## config.mk

```make
export PLATFORM = sky130hd
export DESIGN_NAME = pc_ras_unit
export DESIGN_NICKNAME = d
export VERILOG_FILES = /design/src/rtl/pc_ras_unit.sv
export SDC_FILE = /design/constraint.sdc
export NUM_CORES = 1
export LEC_CHECK = 0
export CAP_MARGIN = 0
export CORE_MARGIN = 10
export CORE_UTILIZATION = 39
export DETAILED_ROUTE_END_ITERATION = 10
export SYNTH_ARGS = -nofsm -noshare
export SYNTH_HDL_FRONTEND = slang
export SYNTH_SLANG_ARGS = --single-unit
```

## constraint.sdc

```tcl
create_clock -name clk -period 4.3 [get_ports clk]
set_input_delay 0.43 -clock clk [delete_from_list [all_inputs] [get_ports clk]]
set_output_delay 0.43 -clock clk [all_outputs]
set_load 0.01 [all_outputs]
```

## src/rtl/pc_ras_unit.sv

```systemverilog
// Program-counter unit with stall, absolute/relative branches and a
// circular return-address stack for call/return.
module pc_ras_unit #(
    parameter int PC_WIDTH  = 6,
    parameter int OFF_WIDTH = 6,
    parameter int RAS_DEPTH = 4
) (
    input  logic                         clk,
    input  logic                         reset,
    input  logic                         pc_en,
    input  logic                         branch_en,
    input  logic                         call_en,
    input  logic                         ret_en,
    input  logic                         rel_mode,
    input  logic [PC_WIDTH-1:0]          branch_target,
    input  logic [OFF_WIDTH-1:0]         offset,
    output logic [PC_WIDTH-1:0]          pc,
    output logic [$clog2(RAS_DEPTH):0]   ras_count,
    output logic                         ras_empty,
    output logic                         ras_full,
    output logic                         ras_ovf,
    output logic                         ras_unf
);

    localparam int PW = $clog2(RAS_DEPTH);
    localparam int CW = PW + 1;
    localparam logic [CW-1:0] FULL_CNT = CW'(RAS_DEPTH);

    typedef enum logic [1:0] {
        ACT_INC,
        ACT_BR,
        ACT_CALL,
        ACT_RET
    } act_t;

    logic [PC_WIDTH-1:0] stack_q [RAS_DEPTH];
    logic [PW-1:0]       sp_q;
    logic [PW-1:0]       sp_dec;
    logic [CW-1:0]       cnt_q;
    logic                ovf_q;
    logic                unf_q;

    logic [PC_WIDTH-1:0] pc_inc;
    logic [PC_WIDTH-1:0] off_ext;
    logic [PC_WIDTH-1:0] tgt;
    logic [PC_WIDTH-1:0] top;
    act_t                act;

    assign pc_inc  = pc + PC_WIDTH'(1);
    assign off_ext = PC_WIDTH'($signed(offset));
    assign tgt     = rel_mode ? pc + off_ext : branch_target;
    assign sp_dec  = sp_q - PW'(1);
    assign top     = stack_q[sp_dec];

    assign ras_count = cnt_q;
    assign ras_empty = (cnt_q == '0);
    assign ras_full  = (cnt_q == FULL_CNT);
    assign ras_ovf   = ovf_q;
    assign ras_unf   = unf_q;

    // Priority ret > call > branch > increment.
    always_comb begin
        act = ACT_INC;
        if (ret_en)
            act = ACT_RET;
        else if (call_en)
            act = ACT_CALL;
        else if (branch_en)
            act = ACT_BR;
    end

    always_ff @(posedge clk) begin
        if (reset) begin
            pc    <= '0;
            sp_q  <= '0;
            cnt_q <= '0;
            ovf_q <= 1'b0;
            unf_q <= 1'b0;
        end else if (pc_en) begin
            unique case (act)
                ACT_RET: begin
                    if (cnt_q == '0) begin
                        pc    <= pc_inc;
                        unf_q <= 1'b1;
                    end else begin
                        pc    <= top;
                        sp_q  <= sp_dec;
                        cnt_q <= cnt_q - CW'(1);
                    end
                end
                ACT_CALL: begin
                    pc <= tgt;
                    // When full, sp already points at the oldest slot.
                    stack_q[sp_q] <= pc_inc;
                    sp_q          <= sp_q + PW'(1);
                    if (cnt_q == FULL_CNT)
                        ovf_q <= 1'b1;
                    else
                        cnt_q <= cnt_q + CW'(1);
                end
                ACT_BR:  pc <= tgt;
                ACT_INC: pc <= pc_inc;
                default: pc <= pc_inc;
            endcase
        end
    end

endmodule

```

# Word-level counts from Yosys, hierarchy flattened
# Memory sizes are Yosys's and may differ from the RTL's.
# Index checks and enable logic that the tools add are counted.
# Widths: inputs -> output; s select.
totals:
  ff_bits: 13
  mem_count: 1
  word_cells: 41
  mem_bits_rw: 24
  inputBits: 19
  output_inout_bits: 13
memory_table:
  columns: ["name", "words", "word_bits", "read_ports", "rd_clocked_by_memory_dff", "wr", "line_no", "source"]
  rows:
  - ["stack_q", 4, 6, 1, 0, 1, "36", "logic [PC_WIDTH-1:0] stack_q [RAS_DEPTH];"]
classes:
  mux: 15
  add_sub_neg: 6
  eq_ne: 6
  reduce_logical: 8
ops:
  columns: ["cell", "count"]
  rows:
  - ["$pmux 6 s3", 1]
  - ["$mux 6", 2]
  - ["$reduce_and 3->1", 3]
  - ["$add 6x1->6 const B", 1]
  - ["$add 6x6->6", 1]
  - ["$mux 2", 3]
  - ["$mux 3", 2]
  - ["$pmux 3 s2", 1]
  - ["$mux 1", 5]
  - ["$eq 2x2->1 const B", 2]
  - ["$ne 2x2->1 const B", 2]
  - ["$pmux 2 s2", 1]
  - ["$reduce_and 4->1", 1]
  - ["$add 3x1->3 const B", 1]
  - ["$eq 3x3->1 const B", 1]
  - ["$logic_not 3->1", 1]
  - ["$sub 3x1->3 const B", 1]
  - ["$add 2x1->2 const B", 1]
  - ["$eq 2x1->1 const B", 1]
  - ["$logic_not 2->1", 1]
  - ["$reduce_bool 2->1", 1]
  - ["$reduce_or 2->1", 1]
  - ["$sub 2x1->2 const B", 1]

# Depth between registers and ports, before layout
logic_depth:
  word_depth: 8
  ltp_mapped: 10
  depth_no_buf: 9

# Least setup slack after synthesis
# No wires, ideal clock.
synth_path:
  kind: "register -> register"
  startpoint: "register sp_q[0]"
  endpoint: "register pc[0]"
  setup_slack_ps: 2346
  n_path_buf: 2
  t_required_ps: 4169
  period_less_slack_ps: 1954
  path_stages_with_launch: 8
  t_arrival_ps: 1823
  setup_ps: 131
  path_cell_list: "dfxtp_1 -> buf_2 -> inv_1 -> ha_1 -> clkbuf_1 -> mux4_2 -> a311oi_1 -> nor3_1"
synth_between:
  elab_chain_len: 4
synth_lines:
  columns: ["item", "line_no", "source"]
  rows:
  - ["from (decl)", "37", "logic [PW-1:0] sp_q;"]
  - ["from (signal assigned)", "87", "sp_q <= sp_dec;"]
  - ["from (signal assigned)", "95", "sp_q <= sp_q + PW'(1);"]
  - ["$sub 2x1->2", "52", "assign sp_dec = sp_q - PW'(1);"]
  - ["$mem_v2 4x6", null, null]
  - ["$mux 6", "82", "if (cnt_q == '0) begin"]
  - ["$pmux 6 s3", "80", "unique case (act)"]
  - ["to (signal assigned)", "83", "pc <= pc_inc;"]
  - ["to (signal assigned)", "86", "pc <= top;"]
  - ["to (signal assigned)", "92", "pc <= tgt;"]
  - ["to (decl)", "17", "output logic [PC_WIDTH-1:0] pc,"]
# Every way passes these cells.
# A chain may end at the register's enable or synchronous reset.

# Worst setup path after layout
layout_path:
  startpoint: "register cnt_q[0] (netlist: ras_count[0])"
  endpoint: "output port ras_empty"
layout_between:
  elab_chain_len: 1
layout_lines:
  columns: ["item", "line_no", "source"]
  rows:
  - ["from (decl)", "39", "logic [CW-1:0] cnt_q;"]
  - ["from (signal assigned)", "88", "cnt_q <= cnt_q - CW'(1);"]
  - ["from (signal assigned)", "99", "cnt_q <= cnt_q + CW'(1);"]
  - ["$logic_not 3->1", "56", "assign ras_empty = (cnt_q == '0);"]
  - ["to (decl)", "19", "output logic ras_empty,"]
# Every way passes these cells.

==> run metrics <==
CTS-repair resized insts 0; minimum clock period between 2 and 2.5 ns; GRT Total Usage a little under an eighth; Unique masters post-synth 41; most common cell after layout, fill and taps aside clkdlybuf4s50_1; Synth Flop Type edfxtp_1; # fillers 494; TritonCTS buffer count 5; GP Congestion 0.742; syn_nets approximately 230; EDFF count, synth 24; CP max FO 10; drt wl/cell 16.0 µm; Routed WL 4.70 mm; Antenna Nets Post-Route 0; synthesized area about 0.0021 mm²; arrival time of the worst setup path 1.96 ns; max_cap viols 0; core area 0.00514 mm²; CP Class flip-flop to primary output; IO Count 32; cts hold-fix bufs 0; Least-Margin Pin Slew 0.667 ns; largest net degree at the start of global routing 21; Worst Clk Skew between 0.0015 and 0.002 ns; Tot Pwr 0.000992 W; Post-Syn Instances approximately 190; final net count 256; share of layout cells above drive strength 1 7.62%; initial antenna violation count 0; FP Rows 26; Hold Path Class flip-flop to flip-flop; total gr overflow 0; fraction of registers with async set/reset 0%; Antenna diodes 0; setup TNS 0 ns; DRC 0; Root Buffer clkbuf_8; Pins Over Slew Limit 0; via count between 1000 and 1500; #FFs+latches synth 37; peak supply drop 0.234 mV; sequential area share after synthesis roughly 47%; Worst-path clk slew 0.07 ns; first-pass GRT wire length 7.85 mm; synth warn 0; syn_area_per_cell 10.9 µm²; Post-CTS Setup Bufs 0; WP data required 3.87 ns; Worst setup SP type flip-flop; # setup viols final 0; area of the die 0.00868 mm²; most frequent cells in the layout clkdlybuf4s50_1, edfxtp_1, inv_1; clock sink total 37; relative slew slack a little under three fifths; initial DRC count 85; DP HPWL 3.54 mm; fmax 0.418 GHz; RSZ-0062 raised after global routing false; Initial Util 40.6%; ratio of final minimum period to clock period 55.7%; H-tree Lvls 2; Max Buffers Root-to-Sink 2; Die Span Y 93.2 µm; Area Growth Syn to Fin 22.5%; status complete, no violations; clk_lat worst skew just under 0.3 ns; Leakage roughly 0.96 nW; buffers added on ports 31; CP Capture Type primary output; P per Cell Area 388 mW/mm²; DRT Pass-1 Iters 4; number of global-route vias before repair 1592; Die Span X between 90 and 100 µm; TritonCTS clock tree yes; drt via density 5.10; final hold viol count 0
## final cells by class
cell class / instances / area (µm²) / area share [%]
Sequential cell: 37 / 981 / 38.4
Multi-Input combinational cell: 131 / 1000 / 39.2
Inverter: 16 / 65.1 / 2.54
Tap cell: 70 / 87.6 / 3.42
Clock inverter: 2 / 38.8 / 1.52
Timing Repair Buffer: 31 / 310 / 12.1
Clock buffer: 6 / 72.6 / 2.84
## cell usage after synthesis, types with 5 or more instances
library cell	instances	area share, %
a21oi_1	11	2.6
dfxtp_1	13	12
edfxtp_1	24	35
ha_1	13	7.8
inv_1	15	2.7
mux4_2	6	6.5
nand2_1	13	2.3
nand2b_1	5	1.5
nand3_1	12	2.9
nor2_1	14	2.5
o21ai_0	6	1.4
xnor2_1	7	2.9
xor2_1	5	2.1
## metrics by stage
stage,worst slack (ns),std cells,instance area (µm²),util [%],hold WS (ns)
after detailed placement,1.67,285,2450,47.6,0.468
after CTS,1.90,293,2560,49.8,0.490
final,1.91,293,2560,49.8,0.486
after global routing,1.78,293,2560,49.8,0.521
after global placement,1.66,285,2450,47.6,0.467
after floorplan,2.35,192,2090,-,0.489
## registers in the layout, summed over array words and instances (netlist names)
name       cells
pc             6
ras_count      3
sp_q           2
ras_unf        1
stack_q       24
ras_ovf        1
## where the power goes
group / internal, W / leakage (nW) / switching (W)
registers: 0.000402 / 0.325 / 0.0000273
logic: 0.000127 / 0.575 / 0.000135
clock network: 0.000174 / 0.0554 / 0.000127
## worst paths after layout
check               start  cells past startpoint   endpoint  slack (ns)
max          ras_count[0]                      3  ras_empty        1.91
min               ras_ovf                      2    ras_ovf        0.49
max reg2reg       sp_q[0]                      7      pc[1]        2.01
min reg2reg       ras_ovf                      2    ras_ovf        0.49
## routing by layer
layer	GRT usage [%]	share of wire, %	vias to the layer above
met4	3.34	0.53	0
li1	-	-	743
met2	18.9	49	30
met1	13.5	46	718
met3	3.92	5.3	4
met5	0	0	-
## logic make-up after synthesis
logic type / share of synthesized area, %
flops: 47.0
xor+xnor: 5.03
simple gates: 14.0
fa+ha+maj: 9.71
mux: 8.93
compound gates: 10.3
buf+inv: 5.03
## worst max-delay path, cell delays in order, from the launching register on
cell,delay [ns]
dfxtp_1,0.37
or3_1,0.59
clkinv_4,0.17
clkdlybuf4s50_1,0.55
Note: power is estimated with default switching activity, not from simulation.
